## src/rtl/opponent_link_filter.sv

```systemverilog
// Opponent frame filter for the Ethernet receive path. It field-checks each
// 44-bit frame, holds the last good opponent state, qualifies remote reset and tracks link liveness.
module opponent_link_filter #(
  parameter logic [10:0] TRACK_MAX      = 11'd1023,
  parameter logic [8:0]  DIR_MAX        = 9'd359,
  parameter int unsigned TIMEOUT_CYCLES = 5_000_000,
  parameter int unsigned RST_CONFIRM    = 3
) (
  input  logic        clk_in,
  input  logic        rst_in_n,
  input  logic        axiiv,
  input  logic [43:0] axiid,
  output logic [10:0] opp_x,
  output logic [10:0] opp_y,
  output logic [8:0]  opp_dir,
  output logic [2:0]  opp_game,
  output logic        opp_upd,
  output logic        opp_rst,
  output logic        link_up,
  output logic [7:0]  err_count
);

  localparam int TW = $clog2(TIMEOUT_CYCLES + 1);
  localparam int RW = $clog2(RST_CONFIRM + 1);
  localparam logic [TW-1:0] TO_LAST = TW'(TIMEOUT_CYCLES - 1);
  localparam logic [RW-1:0] RUN_MAX = RW'(RST_CONFIRM);

  typedef struct packed {
    logic [10:0] x;
    logic        p32;
    logic [10:0] y;
    logic        p20;
    logic [8:0]  dir;
    logic [2:0]  p10_8;
    logic [2:0]  game;
    logic        p4;
    logic        rst;
    logic [2:0]  p2_0;
  } frame_t;

  typedef enum logic [1:0] {DOWN, UP, STALE} state_t;

  frame_t          f;
  state_t          state, state_nxt;
  logic [TW-1:0]   to_cnt, to_cnt_nxt;
  logic [RW-1:0]   run_cnt, run_cnt_nxt;
  logic            rst_armed, rst_armed_nxt;
  logic            frame_ok, f_valid, f_bad, fire, differs;

  assign f = frame_t'(axiid);

  assign frame_ok = !f.p32 && !f.p20 && (f.p10_8 == 3'd0) && !f.p4 && (f.p2_0 == 3'd0)
                 && (f.x <= TRACK_MAX) && (f.y <= TRACK_MAX) && (f.dir <= DIR_MAX);
  assign f_valid  = axiiv && frame_ok;
  assign f_bad    = axiiv && !frame_ok;
  assign differs  = (f.x != opp_x) || (f.y != opp_y) || (f.dir != opp_dir) || (f.game != opp_game);
  assign link_up  = (state == UP);

  always_ff @(posedge clk_in or negedge rst_in_n) begin
    if (!rst_in_n) state <= DOWN;
    else           state <= state_nxt;
  end

  // Any cycle without a valid frame ages the link while UP; a valid frame always wins over expiry.
  always_comb begin
    state_nxt  = state;
    to_cnt_nxt = to_cnt;
    case (state)
      DOWN: if (f_valid) state_nxt = UP;
      UP: begin
        if (f_valid) begin
          to_cnt_nxt = '0;
        end else if (to_cnt == TO_LAST) begin
          state_nxt  = STALE;
          to_cnt_nxt = '0;
        end else begin
          to_cnt_nxt = to_cnt + 1'b1;
        end
      end
      STALE: if (f_valid) state_nxt = UP;
      default: state_nxt = DOWN;
    endcase
    if (f_valid) to_cnt_nxt = '0;
  end

  // Remote reset fires once per run of RST_CONFIRM reset-flagged frames; a clear frame re-arms.
  always_comb begin
    run_cnt_nxt   = run_cnt;
    rst_armed_nxt = rst_armed;
    fire          = 1'b0;
    if (f_valid) begin
      if (f.rst) begin
        if (run_cnt != RUN_MAX) run_cnt_nxt = run_cnt + 1'b1;
        if (run_cnt_nxt == RUN_MAX && rst_armed) begin
          fire          = 1'b1;
          rst_armed_nxt = 1'b0;
        end
      end else begin
        run_cnt_nxt   = '0;
        rst_armed_nxt = 1'b1;
      end
    end
  end

  always_ff @(posedge clk_in or negedge rst_in_n) begin
    if (!rst_in_n) begin
      to_cnt    <= '0;
      run_cnt   <= '0;
      rst_armed <= 1'b1;
      opp_x     <= '0;
      opp_y     <= '0;
      opp_dir   <= '0;
      opp_game  <= '0;
      opp_upd   <= 1'b0;
      opp_rst   <= 1'b0;
      err_count <= '0;
    end else begin
      to_cnt    <= to_cnt_nxt;
      run_cnt   <= run_cnt_nxt;
      rst_armed <= rst_armed_nxt;
      opp_upd   <= f_valid && differs;
      opp_rst   <= fire;
      if (f_valid) begin
        opp_x    <= f.x;
        opp_y    <= f.y;
        opp_dir  <= f.dir;
        opp_game <= f.game;
      end
      if (f_bad && err_count != 8'hFF) err_count <= err_count + 8'd1;
    end
  end

endmodule

```

## config.mk

```make
export PLATFORM = sky130hd
export DESIGN_NAME = opponent_link_filter
export DESIGN_NICKNAME = d
export VERILOG_FILES = /design/src/rtl/opponent_link_filter.sv
export SDC_FILE = /design/constraint.sdc
export NUM_CORES = 1
export LEC_CHECK = 0
export CAP_MARGIN = 20
export CORE_MARGIN = 3
export CORE_UTILIZATION = 55
export CTS_BUF_LIST = sky130_fd_sc_hd__clkbuf_8
export CTS_CLUSTER_SIZE = 30
export DETAILED_ROUTE_END_ITERATION = 8
export PLACE_DENSITY = 0.87
export SYNTH_ARGS = -nofsm -noshare
export SYNTH_HDL_FRONTEND = slang
export SYNTH_SLANG_ARGS = --single-unit
export TNS_END_PERCENT = 30
```

## constraint.sdc

```tcl
create_clock -name clk_in -period 4.3 [get_ports clk_in]
set_clock_uncertainty 0.1 [all_clocks]
set_input_delay 0.645 -clock clk_in [delete_from_list [all_inputs] [get_ports clk_in]]
set_output_delay 0.645 -clock clk_in [all_outputs]
set_load 0.1 [all_outputs]
```

==> impl_table.tex, run 1 <==
\begin{tabular}{lr}
\hline
Metric & Value \\
\hline
\multicolumn{2}{l}{\textbf{Clock tree}} \\
Maximum buffer depth of the clock tree & 2 \\
Maximum level of the CTS H-tree & 3 \\
Clock Root Buffer & clkbuf\_8 \\
Number of buffers created by CTS & 9 \\
TritonCTS clock tree & done \\
Total of cells resized after clock tree synthesis & 0 \\
Clock slew seen by the registers of the worst setup and hold paths & 0.09 ns \\
Number of sinks driven by the clock tree & 72 \\
\# Post-CTS Setup Buffers & 0 \\
Clock insertion delay at the later pin of the skew report & 0.35 ns \\
CTS Hold Buffers Added & 0 \\
\multicolumn{2}{l}{\textbf{Route}} \\
Routed length per placed instance & 16.8 um \\
Iteration-0 DRC count of the detailed router & 232 \\
Total DRC errors in the routed layout & 0 \\
Count of antenna-violating nets left after detailed routing & 0 \\
Via density per instance & 5.77 \\
Via Count & 3473 \\
Router iterations before antenna repair & 5 \\
Routed WL & 10100 um \\
\multicolumn{2}{l}{\textbf{Synthesis}} \\
Mapped cell area & 3920 um\^{}2 \\
Part of the Yosys area used for sequential elements & 0.460 \\
Post-synth cell types & 62 \\
Post-synthesis cell count & a little over 400 \\
Number of enable flip-flop cells after synthesis & 0 \\
Asr flop ratio synth & 1.00 \\
Per-instance average area after synthesis & $\sim$9.5 um\^{}2 \\
Net count of the mapped netlist & $\sim$460 \\
Synthesis-stage register bit count & 72 \\
Main flop type after synthesis & dfrtp\_1 \\
Yosys warns & 0 \\
\multicolumn{2}{l}{\textbf{Setup path}} \\
Critical path peak fanout & 17 \\
Crit path buf inv count & 2 \\
Worst endpoint data arrival time & 2.68 ns \\
Worst setup path category & register to output port \\
Cell-by-cell trace of the critical path & nand2b\_1, inv\_2, clkdlybuf4s50\_1 \\
CP max-delay cell & clkdlybuf4s50\_1 \\
Req. time, crit path & around 3.6 ns \\
Worst Setup Start Kind & register \\
Stage delay of the slowest cell on the critical path & 1.17 ns \\
CP endpoint kind & output port \\
Worst path top cell family by delay & buffers and inverters \\
\multicolumn{2}{l}{\textbf{Die}} \\
Std cell rows & 30 \\
Ports placed on the boundary & 92 \\
X dimension of the die & 90.4 um \\
Die height & 90.4 um \\
Initial Util & 0.571 \\
Die area & 8180 um\^{}2 \\
Core Area & 6870 um\^{}2 \\
\multicolumn{2}{l}{\textbf{Power and ir drop}} \\
Leakage power summed over all cells & 2.18 nW \\
Maximum resistive drop on vdd & 0.701 mV \\
Areal power density over the cells & 363 nW/um\^{}2 \\
Total power & 0.00184 W \\
\multicolumn{2}{l}{\textbf{Placement}} \\
Post-place instance area & slightly below 5000 um\^{}2 \\
Port-buffer cells & 91 \\
Dpl ws & approximately 1.2 ns \\
Routability Congestion & 0.902 \\
Number of cells after detailed placement & slightly below 600 \\
Total half-perimeter wirelength after legalization and detailed placement & 7070 um \\
\multicolumn{2}{l}{\textbf{Timing}} \\
Worst-margin pin slew & just over 1 ns \\
Final critical-path share of the clock period & 0.797 \\
Setup slack of the critical path after layout & 0.874 ns \\
Timing-limited maximum frequency & 292 MHz \\
Hold violation count in the final report & 0 \\
Setup violators final & 0 \\
RSZ-0062 raised after global routing & false \\
Final min period & around 3.4 ns \\
Total negative setup slack & 0 ns \\
Number of pins with negative max-slew slack in the final report & 0 \\
Max-Slew Margin vs Limit & 0.315 \\
\multicolumn{2}{l}{\textbf{Job}} \\
MaxCap Viol Count & 0 \\
\multicolumn{2}{l}{\textbf{Global route}} \\
Total global-route track usage & 0.255 \\
Residual overflow from global routing & 0 \\
Initial antenna violation count & 0 \\
Maximum number of pins on one net before global-route repair & $\sim$50 \\
Via count of the first global-routing pass & 3384 \\
First-pass GRT wire length & 16800 um \\
\multicolumn{2}{l}{\textbf{Run status}} \\
Result of the run & finished clean \\
\multicolumn{2}{l}{\textbf{Final layout}} \\
Antenna cells & 0 \\
Fin area & 5080 um\^{}2 \\
Final layout net count & 550 \\
Share of final-layout standard cells stronger than drive strength 1 & 0.0850 \\
Number of cells in the finished layout apart from fillers & 602 \\
\# fillers & 470 \\
Area delta synth->final & 29.5\% \\
\multicolumn{2}{l}{\textbf{Worst hold path}} \\
Worst Hold Class & primary input to asynchronous set/reset pin \\
\hline
\end{tabular}
[placed cells by master, fill, tap and decap left out, types with 3 or more instances in the layout]
master           synthesis  layout
nand4_1                 15      15
or4_1                    3       3
clkdlybuf4s50_1          0      90
or3_1                    3       3
nand2_1                119     119
o21ai_0                 12      12
nor3_1                   5       5
xor2_1                  24      24
nor4b_1                  3       3
and3_1                   4       4
clkbuf_8                 0       9
nand3b_1                 3       3
dfrtp_1                 71      71
nand3_1                 13      13
nor2_1                   9       9
nor4_4                   3       3
a21o_1                   3       3
xnor2_1                 19      19
a21oi_1                 17      17
a31oi_1                  4       4
nor4_1                   8       8
inv_1                    5       5
nand2b_1                 3       3
[cell families (layout without fill, tap and decap cells)]
family                     count (synthesis)  in the layout  synth area share
muxes                                      3              3           0.00798
and+or+nand+nor                          210            210             0.292
DFF                                       72             72             0.460
adders and majority gates                  2              2           0.00638
xor gates and xnor gates                  43             43            0.0960
buffers and inverters                     21            115            0.0322
AOI/OAI and AO/OA                         61             61             0.106
[path summary, 6_finish.rpt]
kind,from,endpoint,slack (ns),cells past startpoint
setup / recovery,state[1],link_up,0.87,3
hold / removal,rst_in_n,to_cnt[10],0.26,1
setup reg to reg,to_cnt[0],to_cnt[15],1.72,6
hold reg to reg,state[1],state[0],0.36,1
max in group asynchronous,rst_in_n,rst_armed,2.83,2
min in group clk_in,state[1],state[0],0.36,1
[registers in the layout, summed over array words and instances, names as in the netlist]
name	cells
to_cnt	23
opp_x	11
opp_y	11
opp_dir	9
err_count	8
opp_game	3
run_cnt	2
state	2
opp_rst	1
opp_upd	1
rst_armed	1
[metrics by stage]
stage / hold slack (ns) / utilization
after CTS: 0.279 / 0.739
after global placement: 0.345 / 0.707
after detailed placement: 0.348 / 0.707
after global routing: 0.319 / 0.739
after floorplan: 0.249 / -
final: 0.262 / 0.739
[synthesized netlist by cell type, types with 2 or more instances]
cell / count / area share
nand3b_1: 3 / 0.0057
a31oi_1: 4 / 0.0064
ha_1: 2 / 0.0064
nand4_1: 15 / 0.024
nor4_2: 2 / 0.0064
nor4_4: 3 / 0.016
and3_1: 4 / 0.0064
nand4_4: 2 / 0.011
and4_4: 2 / 0.0057
a32oi_1: 2 / 0.0045
a211o_1: 2 / 0.0045
a21oi_2: 2 / 0.0045
or4_1: 3 / 0.0057
nor4b_1: 3 / 0.0067
o21ai_0: 12 / 0.015
and2_1: 2 / 0.0032
a21oi_1: 17 / 0.022
a211oi_1: 2 / 0.0038
or3_1: 3 / 0.0048
o41ai_1: 2 / 0.0045
a21o_1: 3 / 0.0057
nand3_1: 13 / 0.017
nand2b_1: 3 / 0.0048
nor4_1: 8 / 0.013
xor2_1: 24 / 0.054
nand2_1: 119 / 0.11
a41oi_1: 2 / 0.0045
dfrtp_1: 71 / 0.45
buf_6: 5 / 0.014
o21a_1: 2 / 0.0038
xnor2_1: 19 / 0.042
o21ai_1: 2 / 0.0026
nor2_1: 9 / 0.0086
clkbuf_1: 4 / 0.0038
nor3_1: 5 / 0.0064
buf_2: 5 / 0.0064
inv_1: 5 / 0.0048
mux2i_1: 2 / 0.0051
[worst reg2reg max path: stages (launching register included)]
cell,delay (ns)
dfrtp_1,0.39
ha_1,0.28
nand2_1,0.17
nor4_4,0.70
a21oi_2,0.31
and4_4,0.28
a211o_1,0.25
[where the power goes]
| group | internal [W] | switching [W] | leakage [nW] |
|---|---|---|---|
| clock network | 0.000326 | 0.000272 | 0.106 |
| registers | 0.000716 | 0.0000528 | 0.898 |
| logic | 0.000143 | 0.000334 | 1.17 |
[per-layer routing]
| metal | GRT usage | wire, um | vias up |
|---|---|---|---|
| li1 | - | - | 1628 |
| met1 | 0.337 | 4270 | 1673 |
| met2 | 0.414 | 4970 | 148 |
| met3 | 0.0458 | 592 | 24 |
| met4 | 0.107 | 257 | 0 |
| met5 | 0 | 0 | - |
[cell type report]
type	instances	area (um^2)	area share
Tap cell	96	120	0.0237
Timing Repair Buffer	93	921	0.181
Clock buffer	9	124	0.0244
Inverter	6	22.5	0.00444
Multi-Input combinational cell	319	1990	0.392
Clock inverter	7	93.8	0.0185
Sequential cell	72	1800	0.355
No activity file was read; power rests on OpenSTA's default activity.
==> run 2: changes to the inputs <==
- CORE_UTILIZATION: 55 -> 47
- PLACE_DENSITY: 0.87 -> 0.79
- clock period: 4.3 -> 3.1 ns (I/O delays scaled with it)
==> impl_table.tex, run 2 (synthesis results as in run 1) <==
\begin{tabular}{lr}
\hline
Metric & Value \\
\hline
\multicolumn{2}{l}{\textbf{Final layout}} \\
Commonest non-fill, non-tap cell in the layout & nand2\_1 \\
Final layout net count & $\sim$550 \\
Antenna cells & 0 \\
Register name with the most flops & to\_cnt \\
Area delta synth->final & 27.8\% \\
Largest registers & to\_cnt: 23 flops, opp\_x: 11 flops, opp\_y: 11 flops \\
Share of final-layout standard cells stronger than drive strength 1 & 0.176 \\
Top library cells by usage in the layout, fill and taps aside & nand2\_1 (119), dfrtp\_1 (71), buf\_4 (50), clkdlybuf4s50\_1 (45), xor2\_1 (24) \\
Number of flip-flops in the largest register & 23 \\
\multicolumn{2}{l}{\textbf{Route}} \\
Iteration-0 DRC count of the detailed router & between 200 and 250 \\
Routed length per placed instance & between 15 and 20 um \\
Router iterations before antenna repair & 7 \\
Routed WL & 9760 um \\
Count of antenna-violating nets left after detailed routing & 0 \\
Via Count & 3410 \\
Via density per instance & 5.57 \\
Total DRC errors in the routed layout & 0 \\
\multicolumn{2}{l}{\textbf{Setup path}} \\
Worst Setup Start Kind & primary input \\
Req. time, crit path & roughly 3.3 ns \\
Reg-to-reg slack, setup & 0.78 ns \\
Worst reg-to-reg path cell count & 5 \\
Worst setup path category & primary input to register \\
Critical path peak fanout & 20 \\
Start point of the critical path & axiid[43] \\
Worst endpoint data arrival time & $\sim$2.6 ns \\
CP endpoint kind & register \\
R2R Path Start & to\_cnt[15] \\
Endpoint of the most critical register-to-register path & to\_cnt[15] \\
\multicolumn{2}{l}{\textbf{Clock tree}} \\
CTS Hold Buffers Added & 0 \\
Number of buffers created by CTS & 9 \\
Maximum level of the CTS H-tree & 3 \\
Clock Root Buffer & clkbuf\_8 \\
TritonCTS clock tree & done \\
Maximum buffer depth of the clock tree & 2 \\
Number of sinks driven by the clock tree & 72 \\
Total of cells resized after clock tree synthesis & 0 \\
Clock insertion delay at the later pin of the skew report & 0.33 ns \\
\# Post-CTS Setup Buffers & 0 \\
Clock slew seen by the registers of the worst setup and hold paths & 0.08 ns \\
\multicolumn{2}{l}{\textbf{Global route}} \\
Residual overflow from global routing & 0 \\
Total global-route track usage & 0.210 \\
Initial antenna violation count & 0 \\
First-pass GRT wire length & approximately 16000 um \\
Via count of the first global-routing pass & between 3000 and 4000 \\
Maximum number of pins on one net before global-route repair & 43 \\
\multicolumn{2}{l}{\textbf{Timing}} \\
RSZ-0062 raised after global routing & false \\
Worst-margin pin slew & between 0.7 and 0.8 ns \\
Setup slack of the critical path after layout & just under 0.7 ns \\
Setup violators final & 0 \\
Max-Slew Margin vs Limit & 0.492 \\
Hold violation count in the final report & 0 \\
Number of pins with negative max-slew slack in the final report & 0 \\
Final critical-path share of the clock period & 0.782 \\
Final min period & 2.42 ns \\
Total negative setup slack & 0 ns \\
Timing-limited maximum frequency & 413 MHz \\
\multicolumn{2}{l}{\textbf{Power and ir drop}} \\
Proportion of power drawn by combinational gates & 0.255 \\
Net Switching & 0.000872 W \\
Areal power density over the cells & 502 nW/um\^{}2 \\
Switching Fraction & 0.347 \\
Maximum resistive drop on vdd & 0.935 mV \\
Power Internal & 0.00164 W \\
Power share of the sequential group & 0.424 \\
Leakage power summed over all cells & 2.30 nW \\
Clock group share of total power & 0.321 \\
\multicolumn{2}{l}{\textbf{Die}} \\
Die height & $\sim$100 um \\
Core Area & 7930 um\^{}2 \\
Die area & 9480 um\^{}2 \\
Std cell rows & 32 \\
Initial Util & 0.495 \\
Ports placed on the boundary & 92 \\
X dimension of the die & 97.3 um \\
\multicolumn{2}{l}{\textbf{Run status}} \\
Result of the run & finished clean \\
\multicolumn{2}{l}{\textbf{Placement}} \\
Port-buffer cells & 91 \\
Dpl ws & 0.308 ns \\
Routability Congestion & 0.875 \\
Total half-perimeter wirelength after legalization and detailed placement & 7210 um \\
\multicolumn{2}{l}{\textbf{Job}} \\
MaxCap Viol Count & 0 \\
\multicolumn{2}{l}{\textbf{Worst hold path}} \\
Worst Hold Class & primary input to asynchronous set/reset pin \\
\hline
\end{tabular}
run 2: cell types whose count changed in the layout (fill, tap and decap cells not counted):
cell             delta
clkbuf_8            +1
clkdlybuf4s50_1    -45
inv_1               +2
inv_6               -1
buf_4              +48
clkinvlp_4          -2
buf_12              +1
run 2: worst max-delay path, cell delays in order:
cell and delay [ns]:
clkdlybuf4s50_1 0.46, nor4_2 0.32, nor4b_4 0.44, and4_4 0.47, buf_4 0.28, nand2_1 0.08
nand2_1 0.08
run 2: power groups by stage:
stage	clock network, W	logic (W)	registers (W)
final	0.000807	0.000642	0.00107
after global routing	0.000866	0.000672	0.00108
after CTS	0.000820	0.000648	0.00107
after detailed placement	0	0.000646	0.00108
after global placement	0	0.000639	0.00108
after floorplan	0	0.000117	0.00140
run 2: metrics by stage:
step	instances	total power (W)	util	cell area [um^2]	hold slack, ns
after floorplan	412	0.00152	-	3920	0.0694
after global placement	596	0.00172	0.605	4800	0.347
after detailed placement	596	0.00173	0.605	4800	0.374
after CTS	612	0.00254	0.632	5010	0.101
after global routing	612	0.00261	0.632	5010	0.134
final	612	0.00252	0.632	5010	0.0889
run 2: worst max path at each step:
stage,end,cells after the start
6_report,opp_x[1],7
3_5_place_dp,opp_x[1],7
5_1_grt,opp_x[1],7
3_3_place_gp,opp_game[0],7
4_1_cts,opp_x[1],7
2_1_floorplan,err_count[4],6
run 2: area by class of cell:
class	count	area [um^2]
Sequential cell	72	1800
Clock buffer	10	138
Timing Repair Buffer	97	851
Inverter	6	22.5
Clock inverter	6	77.6
Fill cell	688	2920
Multi-Input combinational cell	319	1990
Tap cell	102	128
run 2: metal layers:
metal  global-route usage  up-vias  routed length [um]
li1                     -     1637                   -
met1                0.280     1663                4270
met2                0.339       94                4790
met3               0.0503       16                 503
met4               0.0682        0                 193
met5                    0        -                   0
